===== src/rtl/i2c_master_core.sv =====
// I2C master byte engine: START, 7-bit address + R/W, len data bytes, STOP.
// Optional macro I2C_MASTER_CLK_STRETCH_EN: bit timing holds while a slave stretches SCL.
module i2c_master_core #(
  parameter int CLK_DIV = 4,
  parameter int LEN_W   = 4
) (
  input  logic             clk,
  input  logic             reset_n,
  input  logic             start,
  input  logic [6:0]       addr,
  input  logic             rw,
  input  logic [LEN_W-1:0] len,
  input  logic [7:0]       tx_data,
  output logic             tx_ready,
  output logic [7:0]       rx_data,
  output logic             rx_valid,
  output logic             busy,
  output logic             done,
  output logic             nack,
  output logic             scl_oe,
  output logic             sda_oe,
  input  logic             scl_i,
  input  logic             sda_i
);
  localparam int            QW   = (CLK_DIV > 1) ? $clog2(CLK_DIV) : 1;
  localparam logic [QW-1:0] QMAX = QW'(CLK_DIV - 1);

  typedef enum logic [3:0] {
    S_IDLE, S_START, S_ADDR, S_ACK_A, S_WRITE, S_ACK_W, S_READ, S_ACK_R, S_STOP
  } state_e;

  state_e           state_q, state_d;
  logic [1:0]       rst_sync_q;
  logic             rst_n;
  logic [QW-1:0]    qcnt_q;
  logic [2:0]       qtr_q, last_qtr;
  logic [2:0]       bit_q;
  logic [7:0]       shreg_q, rx_data_q;
  logic [LEN_W-1:0] cnt_q;
  logic             rw_q, ack_q, nack_q, done_q, rx_valid_q;
  logic             stall, tick, qend, sample, accept, bit_scl_low;

  // Assertion clears everything at once; release reaches the core two edges later.
  always_ff @(posedge clk or negedge reset_n) begin
    if (!reset_n) rst_sync_q <= 2'b00;
    else          rst_sync_q <= {rst_sync_q[0], 1'b1};
  end
  assign rst_n = rst_sync_q[1];

`ifdef I2C_MASTER_CLK_STRETCH_EN
  // SCL released by us but still low on the bus: a slave is stretching.
  assign stall = (state_q != S_IDLE) && !scl_oe && !scl_i;
`else
  logic unused_scl;
  assign unused_scl = scl_i;
  assign stall      = 1'b0;
`endif

  always_comb begin
    last_qtr = 3'd3;
    if (state_q == S_START)     last_qtr = 3'd1;
    else if (state_q == S_STOP) last_qtr = 3'd4;
  end

  assign accept = (state_q == S_IDLE) && start;
  assign tick   = (state_q != S_IDLE) && !stall && (qcnt_q == QMAX);
  assign qend   = tick && (qtr_q == last_qtr);
  assign sample = tick && (qtr_q == 3'd1);

  // NOTE: sequential state uses non-blocking assignments so every flop sees pre-edge values.
  always_ff @(posedge clk or negedge rst_n) begin
    if (!rst_n) state_q <= S_IDLE;
    else        state_q <= state_d;
  end

  always_comb begin
    state_d = state_q;
    case (state_q)
      S_IDLE:  if (accept) state_d = S_START;
      S_START: if (qend) state_d = S_ADDR;
      S_ADDR:  if (qend && bit_q == 3'd0) state_d = S_ACK_A;
      S_ACK_A: if (qend) begin
        if (ack_q || cnt_q == '0) state_d = S_STOP;
        else                      state_d = rw_q ? S_READ : S_WRITE;
      end
      S_WRITE: if (qend && bit_q == 3'd0) state_d = S_ACK_W;
      S_ACK_W: if (qend) state_d = (ack_q || cnt_q == LEN_W'(1)) ? S_STOP : S_WRITE;
      S_READ:  if (qend && bit_q == 3'd0) state_d = S_ACK_R;
      S_ACK_R: if (qend) state_d = (cnt_q == LEN_W'(1)) ? S_STOP : S_READ;
      S_STOP:  if (qend) state_d = S_IDLE;
      default: state_d = S_IDLE;
    endcase
  end

  // NOTE: every combinational output gets a default first so no latch is inferred.
  always_comb begin
    scl_oe      = 1'b0;
    sda_oe      = 1'b0;
    tx_ready    = 1'b0;
    bit_scl_low = (qtr_q == 3'd0) || (qtr_q == 3'd3);
    case (state_q)
      S_START: sda_oe = 1'b1;
      S_ADDR: begin
        scl_oe = bit_scl_low;
        sda_oe = ~shreg_q[7];
      end
      S_WRITE: begin
        scl_oe   = bit_scl_low;
        sda_oe   = ~shreg_q[7];
        tx_ready = (bit_q == 3'd7) && (qtr_q == 3'd0) && (qcnt_q == '0);
      end
      S_ACK_A, S_ACK_W, S_READ: scl_oe = bit_scl_low;
      S_ACK_R: begin
        scl_oe = bit_scl_low;
        sda_oe = (cnt_q != LEN_W'(1));
      end
      S_STOP: begin
        scl_oe = (qtr_q == 3'd0);
        sda_oe = (qtr_q <= 3'd2);
      end
      default: ;
    endcase
  end

  always_ff @(posedge clk or negedge rst_n) begin
    if (!rst_n) begin
      qcnt_q     <= '0;
      qtr_q      <= '0;
      bit_q      <= '0;
      shreg_q    <= '0;
      rx_data_q  <= '0;
      cnt_q      <= '0;
      rw_q       <= 1'b0;
      ack_q      <= 1'b0;
      nack_q     <= 1'b0;
      done_q     <= 1'b0;
      rx_valid_q <= 1'b0;
    end else begin
      rx_valid_q <= 1'b0;
      done_q     <= 1'b0;
      if (state_q == S_IDLE) begin
        qcnt_q <= '0;
        qtr_q  <= '0;
      end else if (!stall) begin
        qcnt_q <= (qcnt_q == QMAX) ? '0 : qcnt_q + QW'(1);
        if (tick) qtr_q <= qend ? 3'd0 : qtr_q + 3'd1;
      end
      if (accept) begin
        shreg_q <= {addr, rw};
        rw_q    <= rw;
        cnt_q   <= len;
        nack_q  <= 1'b0;
        bit_q   <= 3'd7;
      end
      if (tx_ready) shreg_q <= tx_data;
      if (qend && (state_q == S_ADDR || state_q == S_WRITE || state_q == S_READ))
        bit_q <= bit_q - 3'd1;
      if (qend && (state_q == S_ADDR || state_q == S_WRITE))
        shreg_q <= {shreg_q[6:0], 1'b0};
      if (sample && state_q == S_READ)
        shreg_q <= {shreg_q[6:0], sda_i};
      if (sample && (state_q == S_ACK_A || state_q == S_ACK_W))
        ack_q <= sda_i;
      if (qend && (state_q == S_ACK_A || state_q == S_ACK_W) && ack_q)
        nack_q <= 1'b1;
      if ((state_q == S_ACK_W && state_d == S_WRITE) || (state_q == S_ACK_R && state_d == S_READ))
        cnt_q <= cnt_q - LEN_W'(1);
      if (state_q == S_READ && state_d == S_ACK_R) begin
        rx_valid_q <= 1'b1;
        rx_data_q  <= shreg_q;
      end
      if (state_q == S_STOP && state_d == S_IDLE) done_q <= 1'b1;
    end
  end

  assign busy     = (state_q != S_IDLE);
  assign done     = done_q;
  assign nack     = nack_q;
  assign rx_valid = rx_valid_q;
  assign rx_data  = rx_data_q;
endmodule


===== config.mk =====
export PLATFORM = sky130hd
export DESIGN_NAME = i2c_master_core
export DESIGN_NICKNAME = d
export VERILOG_FILES = /design/src/rtl/i2c_master_core.sv
export SDC_FILE = /design/constraint.sdc
export NUM_CORES = 1
export LEC_CHECK = 0
export ABC_AREA = 1
export CORE_ASPECT_RATIO = 1.25
export CORE_MARGIN = 2
export CORE_UTILIZATION = 53
export DETAILED_ROUTE_END_ITERATION = 7
export PLACE_DENSITY = 0.86
export SYNTH_ARGS = -nofsm -noshare
export SYNTH_HDL_FRONTEND = slang
export SYNTH_SLANG_ARGS = --single-unit
export TNS_END_PERCENT = 100

===== constraint.sdc =====
create_clock -name clk -period 2.2 [get_ports clk]
set_input_delay 0.55 -clock clk [delete_from_list [all_inputs] [get_ports clk]]
set_output_delay 0.55 -clock clk [all_outputs]
set_load 0.03 [all_outputs]

Yosys cells after proc, flatten, opt, wreduce, memory -nomap -nowiden:

Index checks and enable logic that the tools add are counted.

* bits in registers: 39
* bits of input ports: 25
* logic and storage cells: 111

* $add $sub $neg: 4
* magnitude comparators: 1
* eq/ne operators: 18
* multiplexer cells: 36
* bitwise logic cells: 1
* reductions and logical operators: 38

Operators with widths (number)
* $mux W4: 14
* $pmux W4 S9: 1
* $mux W8: 4
* $eq A4 B3 Y1 const B: 7
* $mux W3: 7
* $logic_and A1 B1 Y1: 17
* $logic_not A4 Y1: 3
* $eq A4 B1 Y1 const B: 2
* $eq A4 B2 Y1 const B: 2
* $reduce_bool A2 Y1: 4
* $reduce_bool A4 Y1: 2
* $logic_or A1 B1 Y1: 7
* $logic_not A3 Y1: 2
* $mux W2: 3
* $reduce_or A6 Y1: 1
* $mux W1: 5
* $eq A4 B4 Y1 const B: 1
* $ne A4 B1 Y1 const B: 1
* $pmux W1 S4: 1
* $sub A4 B1 Y4 const B: 1
* $add A3 B1 Y3 const B: 1
* $eq A3 B1 Y1 const B: 1
* $eq A3 B2 Y1 const B: 1
* $eq A3 B3 Y1: 1
* other kinds (9): 9

Longest topological paths before layout:

Gate-level depths: netlist (run 1).

* depth in word-level cells: 12
* mapped depth: 17
* gate-level depth less buffers: 16

Least setup slack after synthesis (run 1):

No wires, ideal clock.

* path type: flip-flop to flip-flop
* from: register state_q[2]
* to: register cnt_q[1]
* library setup time: 0.117 ns
* data arrival time: 1.802 ns
* slack: 0.281 ns
* cell stages (with the launch flop): 14
* path buffers: 1
* period minus slack after synthesis: 1.919 ns
* path through: dfrtp_1 > nor2_1 > nand2_1 > nand2_1 > inv_2 > nand3_4 > inv_2 > buf_6 > nand3_2 > nand3_4 > nor2_4 > nand2_4 > nand3_1 > nand2_1

* elaborated cells between the ends (all ways): 34
* classes of those cells: 11 x eq/ne; 13 x mux; 10 x reduce/logical

RTL lines
* from (decl): RTL line 32 `state_e state_q, state_d;`
* from (signal assigned): RTL line 73 `else state_q <= state_d;`
* $reduce_bool A4 Y1 *
* named net busy: RTL line 17 `output logic busy,`
* $logic_and A1 B1 Y1 *: RTL line 66 `assign tick = (state_q != S_IDLE) && !stall && (qcnt_q == QMAX);`
* $logic_and A1 B1 Y1 *: RTL line 67 `assign qend = tick && (qtr_q == last_qtr);`
* $logic_and A1 B1 Y1: RTL line 81, 86, 88
* $mux W4, on equally long branches: RTL line 88, 81, 86
* $pmux W4 S9 *: RTL line 78 `case (state_q)`
* named net state_d[0]: RTL line 32
* $eq A4 B3 Y1: RTL line 166 `if ((state_q == S_ACK_W && state_d == S_WRITE) || (state_q == S_ACK_R && state_d == S_READ))`
* $logic_and A1 B1 Y1: RTL line 166
* $logic_or A1 B1 Y1 *: RTL line 166
* $mux W4 / $reduce_bool A2 Y1 (equally long branches)
* to (signal assigned): RTL line 151 `cnt_q <= len;`
* to (signal assigned): RTL line 167 `cnt_q <= cnt_q - LEN_W'(1);`
* to (decl): RTL line 39 `logic [LEN_W-1:0] cnt_q;`

Mark *: on every way through the listed nets, which the timed path passes. The rest lies on a longest branch.
A chain may end at the register's enable or synchronous reset.

Final worst setup path (run 1):

* from: register state_q[2]
* to: output sda_oe

* longest elaborated chain between the ends: 3
* elaborated cells between the ends (all ways): 7
* classes of those cells: 5 x eq/ne; 1 x mux; 1 x reduce/logical

Ends and longest elaborated chain
* $eq A4 B2 Y1 / $eq A4 B3 Y1 (equally long branches): RTL line 101 `case (state_q)`
* $reduce_or A2 Y1 (no line)
* $pmux W1 S4 *: RTL line 101
* to (decl): RTL line 21 `output logic sda_oe,`

Every way passes the cells marked *; elsewhere a longest branch is shown, timed or not.

==> impl_metrics.tcl, run 1 <==
set metrics [dict create \
    final_cells 416 \
    drv_cap 0 \
    seq_area_frac_synth 0.411 \
    wl_mm 5.70 \
    synth_cells 298 \
    pwr-share-comb 0.462 \
    ios 40 \
    fp.coreArea_um2 4360 \
    place_inst 397 \
    swShare 0.423 \
    cts_sinks 39 \
    synth_edf_count 0 \
    clockBufferDepth 2 \
    cp_data_arrival_time_ns 1.63 \
    power.switching_w 0.00134 \
    ys_seq_elements 39 \
    syn_avg_cell_area_um2 7.96 \
    rows 27 \
    clk_latency_ns 0.30 \
    crit_chain "buf_4 > nor2_4 > inv_1 > o21ai_1 > nand2_1 > o2111ai_1 > buf_4" \
    r2r_end "shreg_q[1]$_DFFE_PN0P_" \
    setup_viol 0 \
    place_hpwl_mm 4.03 \
    ys_warn_count 0 \
    finalCritPeriodShare 0.992 \
    power_frac_clock 0.193 \
    end_kind "output port" \
    grt_max_degree 21 \
    syn2layout_area_growth_pct 29.2 \
    r2r_cells 13 \
    htree_levels 2 \
    p_leak_nw 1.54 \
    post-route-drc-count 0 \
    clkTransAtPathRegs_ns 0.08 \
    portBuffers 38 \
    synth.cell_area_um2 2370 \
    vdd_ir_drop_max_mv 0.732 \
    cts_tree "done" \
    status "finished clean" \
    ys_types 33 \
    grt_use_total 0.223 \
    fp.dieArea_um2 5030 \
    cts_buffers 5 \
    antenna_cells 0 \
    crit_path_top_delay_cell "dfrtp_1" \
    die_h_um 78.8 \
    drtPass1Iterations 4 \
    hold_path_class "reg -> async" \
    cp-start-kind "flip-flop" \
    p_per_area_nw_per_um2 1040 \
    final.setup.tns_ns 0 \
    start_util 0.545 \
    syn_nets 336 \
    synth-main-ff-cell "dfrtp_1" \
    crit_fanout 3 \
    ant_nets 0 \
    gp_congestion 0.939 \
    drtIter0Drc 80 \
    p_seq_frac 0.346 \
    r2r_start "state_q[2]$_DFF_PN0_" \
    vias 2170 \
    final_util 0.703 \
    critical_path.max_stage_delay_ns 0.39 \
    fin_crit_ns 2.18 \
    critical_path_class "reg -> out" \
    fill_cells 329 \
    grt_pass1_vias 1931 \
    grt_overflow_total 0 \
    fin_nets 395 \
    worst_hold_slack_ns 0.217 \
    crit_top_cell "buf_4" \
    slew_violations 0 \
    rsz0062_at_grt "yes" \
    ys_async_sr_fraction 1.00 \
    routed_via_density 5.22 \
    worstPathRequired_ns 1.65 \
    finClkSkew_ns 0.00701 \
    die_width_um 63.9 \
    drt-wirelength-per-cell_um 13.7 \
    clockRootBuffer "clkbuf_8" \
    max_freq_mhz 458 \
    finalHoldViolCount 0 \
    reg2reg_slack_ns 0.08 \
    grt_pass1_wl_mm 8.76 \
    antenna_found_initial 0 \
    drive_gt1_frac 0.212 \
    power.internal_w 0.00183 \
]
==> what timing repair did <==
action / in CTS / in global routing
resized for setup: 8 / 9
buffers inserted: 1 / 10
pin swaps: 0 / 3
endpoints found under the setup margin: 3 / 11
hold buffers: 0 / 0
==> through the flow <==
step / setup slack (ns) / cell area (µm²) / total power (W)
floorplan: 0.281 / 2370 / 0.00203
global placement: 0.163 / 2830 / 0.00236
detailed placement: 0.142 / 2830 / 0.00242
CTS: -0.00699 / 2970 / 0.00305
global route: -0.0569 / 3070 / 0.00338
finish: 0.0169 / 3070 / 0.00317
==> sequential cells by signal (all words and copies together), names as in the netlist <==
| register | cells |
|---|---|
| bit_q | 3 |
| rx_data | 8 |
| ack_q | 1 |
| shreg_q | 8 |
| rx_valid | 1 |
| done | 1 |
| qcnt_q | 2 |
| cnt_q | 4 |
| state_q | 4 |
| rw_q | 1 |
| nack | 1 |
| rst_sync_q | 2 |
| qtr_q | 3 |
==> synth_stat cells, drive strengths merged, types with 2 or more instances <==
library cell | n | area, µm²
nand2 | 88 | 370
dfrtp | 39 | 976
or2 | 2 | 12.5
ha | 13 | 163
a21oi | 13 | 65.1
buf | 4 | 38.8
nor2 | 21 | 104
nor3 | 2 | 10.0
nand3 | 22 | 145
inv | 47 | 176
o21ai | 26 | 160
nand4 | 10 | 62.6
==> per-layer routing <==
| metal | GRT usage | vias to the layer above | wire, µm |
|---|---|---|---|
| met5 | 0 | - | 0 |
| met4 | 0.0913 | 0 | 176 |
| met3 | 0.0382 | 19 | 188 |
| met2 | 0.395 | 60 | 2980 |
| met1 | 0.266 | 1016 | 2360 |
| li1 | - | 1075 | - |
==> power groups by stage <==
stage	Combinational [W]	Sequential, W	Clock (W)
after floorplan	0.000916	0.00111	0
after global placement	0.00128	0.00109	0
after detailed placement	0.00133	0.00109	0
after CTS	0.00134	0.00109	0.000619
after global routing	0.00161	0.00112	0.000644
final	0.00146	0.00110	0.000611
==> placed cells by master (no fill, tap or decap), types with 2 or more instances in the layout <==
cell              n
nand4_1          10
inv_2             9
o21ai_2           8
nand2_2           8
nor2_1           14
nand2_1          77
clkbuf_8          5
ha_1             13
nand3_2           2
nand2_4           3
dfrtp_2           4
a21oi_1          13
inv_1            38
or2_2             2
nand3_4           2
clkdlybuf4s50_1  34
o21ai_1           4
nand3_1          18
dfrtp_1          35
nor2_4            6
o21ai_0          14
buf_4            20
==> worst max-delay path by stage <==
stage | from | endpoint | slack [ns] | cells after the start
floorplan | state_q[2]$_DFF_PN0_ | cnt_q[1]$_DFFE_PN0P_ | 0.28 | 13
global route | state_q[2]$_DFF_PN0_ | shreg_q[1]$_DFFE_PN0P_ | -0.06 | 13
global placement | qtr_q[0]$_DFFE_PN0P_ | shreg_q[0]$_DFFE_PN0P_ | 0.16 | 10
CTS | qtr_q[0]$_DFFE_PN0P_ | tx_ready | -0.007 | 6
detailed placement | qtr_q[1]$_DFFE_PN0P_ | shreg_q[1]$_DFFE_PN0P_ | 0.14 | 10
finish | state_q[2]$_DFF_PN0_ | sda_oe | 0.02 | 7
==> logic make-up (layout without fill, tap and decap cells) <==
group / Yosys count / count (layout) / share of synthesized area
adders and majority gates: 13 / 13 / 0.0685
DFF: 39 / 39 / 0.411
AOI/OAI and AO/OA: 46 / 46 / 0.119
xor gates and xnor gates: 2 / 2 / 0.00738
buffers and inverters: 51 / 111 / 0.0907
other: 1 / 1 / 0.00158
and+or+nand+nor: 146 / 146 / 0.302
==> layout make-up <==
type,instances,area [µm²],area share
sequential,39,981,0.320
tap,58,72.6,0.0237
timing repair buffer,56,510,0.167
multi-input combinational,208,1210,0.396
inverter,47,176,0.0576
clock inverter,3,43.8,0.0143
clock buffer,5,68.8,0.0224
==> worst max-delay path: cells and delay by family, from the launching register on <==
family	cells	cell delay [ns]
and+or+nand+nor	2	0.23
DFF	1	0.39
buffers and inverters	3	0.43
AOI/OAI and AO/OA	2	0.29
Power figures use the tool's default switching activity.
==> run 2, diff against run 1 <==
- clock period: 2.2 -> 2.3 ns (I/O delays scaled with it)
==> run 2 against run 1 <==
Net effect:
- count of clock-buffer cells in the layout unchanged
- sequential power down 5%
- core utilization down 1.8 points
- critical path type unchanged
==> impl_metrics.tcl, run 2 (same netlist as run 1, synthesis figures left out) <==
set metrics [dict create \
    final_cells 409 \
    post-route-drc-count 0 \
    hold_path_class "reg -> async" \
    clockRootBuffer "clkbuf_8" \
    p_seq_frac 0.355 \
    die_h_um 78.8 \
    rows 27 \
    die_width_um 63.9 \
    end_kind "output port" \
    critical_path_class "reg -> out" \
    p_per_area_nw_per_um2 980 \
    swShare 0.421 \
    clkTransAtPathRegs_ns 0.07 \
    p_leak_nw 1.50 \
    grt_max_degree 32 \
    drive_gt1_frac 0.188 \
    drv_cap 0 \
    grt_overflow_total 0 \
    drtIter0Drc 86 \
    power_frac_clock 0.197 \
    regArea_um2 980 \
    crit_fanout 7 \
    status "finished clean" \
    grt_use_total 0.227 \
    grt_pass1_vias 1984 \
    cts_buffers 5 \
    vdd_ir_drop_max_mv 0.728 \
    antenna_cells 0 \
    fp.dieArea_um2 5030 \
    ctsHoldBuffers 0 \
    gp_congestion 0.940 \
    drtPass1Iterations 4 \
    power.internal_w 0.00170 \
    ant_nets 0 \
    portBuffers 38 \
    rsz0062_at_grt "no" \
    multi_input_area_um2 1190 \
    clk_latency_ns 0.30 \
    setup_viol 0 \
    place_inst 396 \
    drt-wirelength-per-cell_um 13.1 \
    place_hpwl_mm 3.98 \
    final_util 0.686 \
    cp_data_arrival_time_ns 1.64 \
    syn2layout_area_growth_pct 25.9 \
    pwr-share-comb 0.448 \
    vias 2119 \
    htree_levels 2 \
    fill_cells 347 \
    start_util 0.545 \
    wl_mm 5.36 \
    fp.coreArea_um2 4360 \
    worstPathRequired_ns 1.73 \
    clockBufferDepth 2 \
    ios 40 \
    cts_sinks 39 \
    fin_nets 388 \
    finalHoldViolCount 0 \
    final.setup.tns_ns 0 \
    fin_crit_ns 2.22 \
    power.switching_w 0.00123 \
    finClkSkew_ns 0.0104 \
    slew_violations 0 \
    cp-start-kind "flip-flop" \
    antenna_found_initial 0 \
    routed_via_density 5.18 \
    r2r_cells 12 \
    cts_tree "done" \
    grt_pass1_wl_mm 8.87 \
    finalCritPeriodShare 0.963 \
    max_freq_mhz 451 \
    final_common_cell "nand2_1" \
    final_cell_mix "nand2_1 (78), inv_1 (39), dfrtp_1 (36)" \
]
-- run 2: final timing paths --
check                      slack [ns]                    start                      end
max in group asynchronous        1.50  rst_sync_q[1]$_DFF_PN0_     state_q[2]$_DFF_PN0_
min reg2reg                      0.11  rst_sync_q[1]$_DFF_PN0_   rx_data[1]$_DFFE_PN0P_
max                              0.08     qtr_q[0]$_DFFE_PN0P_                 tx_ready
max reg2reg                      0.19     state_q[0]$_DFF_PN0_   shreg_q[1]$_DFFE_PN0P_
min in group clk                 0.37  rst_sync_q[0]$_DFF_PN0_  rst_sync_q[1]$_DFF_PN0_
min                              0.11  rst_sync_q[1]$_DFF_PN0_   rx_data[1]$_DFFE_PN0P_
-- run 2: power groups by stage --
stage	clock (W)	sequential [W]	combinational, W
after floorplan	0	0.00106	0.000876
final	0.000576	0.00104	0.00131
after detailed placement	0	0.00105	0.00126
after global placement	0	0.00104	0.00123
after global routing	0.000614	0.00106	0.00148
after CTS	0.000582	0.00104	0.00127
-- run 2: worst max-delay path, stage by stage (launching register included) --
cell and delay [ns]:
dfrtp_2 0.44, inv_2 0.08, ha_1 0.14, nand2_1 0.11, nor4_2 0.24, buf_4 0.19
buf_4 0.16
-- run 2: final cells by class --
class | instances | share of cell area
Clock buffer | 5 | 0.0230
Clock inverter | 3 | 0.0147
Inverter | 47 | 0.0599
Multi-Input combinational cell | 208 | 0.398
Sequential cell | 39 | 0.328
Tap cell | 58 | 0.0243
Timing Repair Buffer | 49 | 0.152
-- run 2: per-layer routing --
| layer | global-route usage | part of all wire |
|---|---|---|
| met1 | 0.279 | 0.42 |
| met4 | 0.104 | 0.025 |
| met2 | 0.381 | 0.52 |
| met3 | 0.0439 | 0.038 |
| met5 | 0 | 0 |
-- run 2: timing repair --
action                                  4_1_cts  5_1_grt
buffers inserted                              0        5
hold endpoints to repair                      0        0
endpoints found under the setup margin        3        4
gates resized for setup                       4        6
-- run 2: stage by stage --
step | hold WS (ns) | instance area, µm² | power [W] | setup slack (ns)
CTS | 0.117 | 2940 | 0.00289 | 0.0156
floorplan | 0.279 | 2370 | 0.00194 | 0.381
global route | 0.131 | 2990 | 0.00316 | 0.00923
finish | 0.105 | 2990 | 0.00293 | 0.0843
detailed placement | 0.107 | 2830 | 0.00231 | 0.216
global placement | 0.108 | 2830 | 0.00227 | 0.254
==> run 3, diff against run 2 <==
--- a/constraint.sdc
+++ b/constraint.sdc
@@ -3,2 +3,2 @@
 set_output_delay 0.575 -clock clk [all_outputs]
-set_load 0.03 [all_outputs]
+set_load 0.02 [all_outputs]
==> run 3 against run 2 <==
Net effect:
- wire length up 3.8%
- first-iteration DRC count decreased by 36%
- sequential share of layout area shrank 0.68 points
- register-to-register slack better by 0.03 ns
- critical endpoint is now sda_oe
==> impl_metrics.tcl, run 3 (same netlist as run 1, synthesis figures left out) <==
set metrics [dict create \
    met2_usage 0.419 \
    drtIter0Drc 55 \
    grt_use_total 0.234 \
    routed_via_density 5.07 \
    crit_path_top_delay_cell "dfrtp_1" \
    portBuffers 38 \
    setup_viol 0 \
    finalHoldViolCount 0 \
    clockRootBuffer "clkbuf_8" \
    fp.dieArea_um2 5030 \
    post-route-drc-count 0 \
    ctsHoldBuffers 0 \
    cp-start-kind "flip-flop" \
    gp_congestion 0.956 \
    fin_area_um2 3040 \
    final_common_cell "nand2_1" \
    drive_gt1_frac 0.191 \
    clockBufferDepth 2 \
    final_cell_mix "nand2_1 (78), inv_1 (41), dfrtp_1 (39)" \
    slew_violations 0 \
    grt_pass1_wl_mm 9.15 \
    p_leak_nw 1.54 \
    dpl_cell_area_um2 2950 \
    power.switching_w 0.00122 \
    rows 27 \
    swShare 0.426 \
    htree_levels 2 \
    ant_nets 0 \
    cts_sinks 39 \
    max_freq_mhz 465 \
    final_util 0.697 \
    pwr-share-comb 0.487 \
    final.setup.tns_ns 0 \
    use_met1 0.268 \
    clkTransAtPathRegs_ns 0.08 \
    drt-wirelength-per-cell_um 13.3 \
    syn2layout_area_growth_pct 28.0 \
    vdd_ir_drop_max_mv 0.594 \
    critical_path_class "reg -> out" \
    critical_path.max_stage_delay_ns 0.44 \
    fin_nets 398 \
    die_h_um 78.8 \
    grt_overflow_total 0 \
    power.internal_w 0.00165 \
    worstPathRequired_ns 1.73 \
    vias 2124 \
    cts_tree "done" \
    layout_setup_ws_ns 0.149 \
    antenna_found_initial 0 \
    pre_cts_ws_ns -0.0100 \
    wl_mm 5.56 \
    status "finished clean" \
    hold_path_class "reg -> async" \
    crit_chain "nor2_1 > inv_1 > o21ai_0 > nand2_1 > o2111ai_1 > buf_2" \
    end_kind "output port" \
    power_frac_clock 0.159 \
    place_hpwl_mm 4.33 \
    drtPass1Iterations 4 \
    crit_fanout 4 \
    p_seq_frac 0.354 \
    antenna_cells 0 \
    die_width_um 63.9 \
    worst_hold_slack_ns 0.219 \
    fin_crit_ns 2.15 \
    cts_buffers 5 \
    finClkSkew_ns 0.00464 \
    grt-busiest-layer "met2" \
    rsz0062_at_grt "no" \
    ios 40 \
    p_per_area_nw_per_um2 945 \
    fp.coreArea_um2 4360 \
    cp_data_arrival_time_ns 1.58 \
    finalCritPeriodShare 0.935 \
    grt_max_degree 26 \
    gr-usage-met3 0.0439 \
    grt_pass1_vias 2075 \
    postCtsSetupBuffers 0 \
    tightest_slew_ns 0.542 \
    clk_latency_ns 0.29 \
    slew_headroom 0.638 \
    drv_cap 0 \
    start_util 0.545 \
]
-- run 3: changes by cell type in the layout (fill, tap and decap cells not counted), moves of 2 or more --
cell     previous run  this run
inv_2               7         5
buf_4              14        21
buf_2               0         2
dfrtp_2             3         0
inv_1              39        41
dfrtp_1            36        39
-- run 3: cell type report --
type,instances,area (µm²)
well taps,58,72.6
fillers,355,1320
clock inverters,2,12.5
repair buffers,59,526
multi-input cells,208,1200
clock buffers,6,72.6
inverters,47,179
flip-flops and latches,39,976
-- run 3: per-stage QoR --
| step | power [W] | cells |
|---|---|---|
| finish | 0.00287 | 419 |
| CTS | 0.00288 | 419 |
| global placement | 0.00235 | 411 |
| floorplan | 0.00190 | 298 |
| global route | 0.00309 | 419 |
| detailed placement | 0.00243 | 411 |
-- run 3: per-layer routing --
layer	share of wire	wire length, µm
met5	0	0
met4	0.029	164
met3	0.033	185
met2	0.53	2930
met1	0.41	2290
-- run 3: what timing repair did --
item / in CTS / in global routing
resized for setup: 9 / 8
pin swaps: 0 / 0
gates cloned: 0 / 0
endpoints found under the setup margin: 3 / 16
-- run 3: path summary, 6_finish.rpt --
| kind | startpoint | endpoint | slack, ns | cells after the start |
|---|---|---|---|---|
| max in group asynchronous | rst_sync_q[1]$_DFF_PN0_ | done$_DFF_PN0_ | 1.34 | 1 |
| min reg2reg | rst_sync_q[1]$_DFF_PN0_ | rw_q$_DFFE_PN0P_ | 0.22 | 0 |
| min in group clk | rst_sync_q[0]$_DFF_PN0_ | rst_sync_q[1]$_DFF_PN0_ | 0.37 | 0 |
| max reg2reg | state_q[0]$_DFF_PN0_ | shreg_q[1]$_DFFE_PN0P_ | 0.22 | 13 |
| min | rst_sync_q[1]$_DFF_PN0_ | rw_q$_DFFE_PN0P_ | 0.22 | 0 |
| max | state_q[3]$_DFF_PN0_ | sda_oe | 0.15 | 6 |
-- run 3: power by group through the flow --
stage / clock network [W] / logic, W / registers [W]
5_1_grt: 0.000489 / 0.00155 / 0.00104
3_5_place_dp: 0 / 0.00140 / 0.00103
4_1_cts: 0.000466 / 0.00140 / 0.00102
2_1_floorplan: 0 / 0.000854 / 0.00105
6_report: 0.000456 / 0.00140 / 0.00102
3_3_place_gp: 0 / 0.00133 / 0.00102
-- run 3: critical path: cells and delay by family (launching register included) --
family,cells,cell delay (ns)
AOI/OAI and AO/OA,2,0.32
buffers and inverters,2,0.27
DFF,1,0.44
and+or+nand+nor,2,0.26
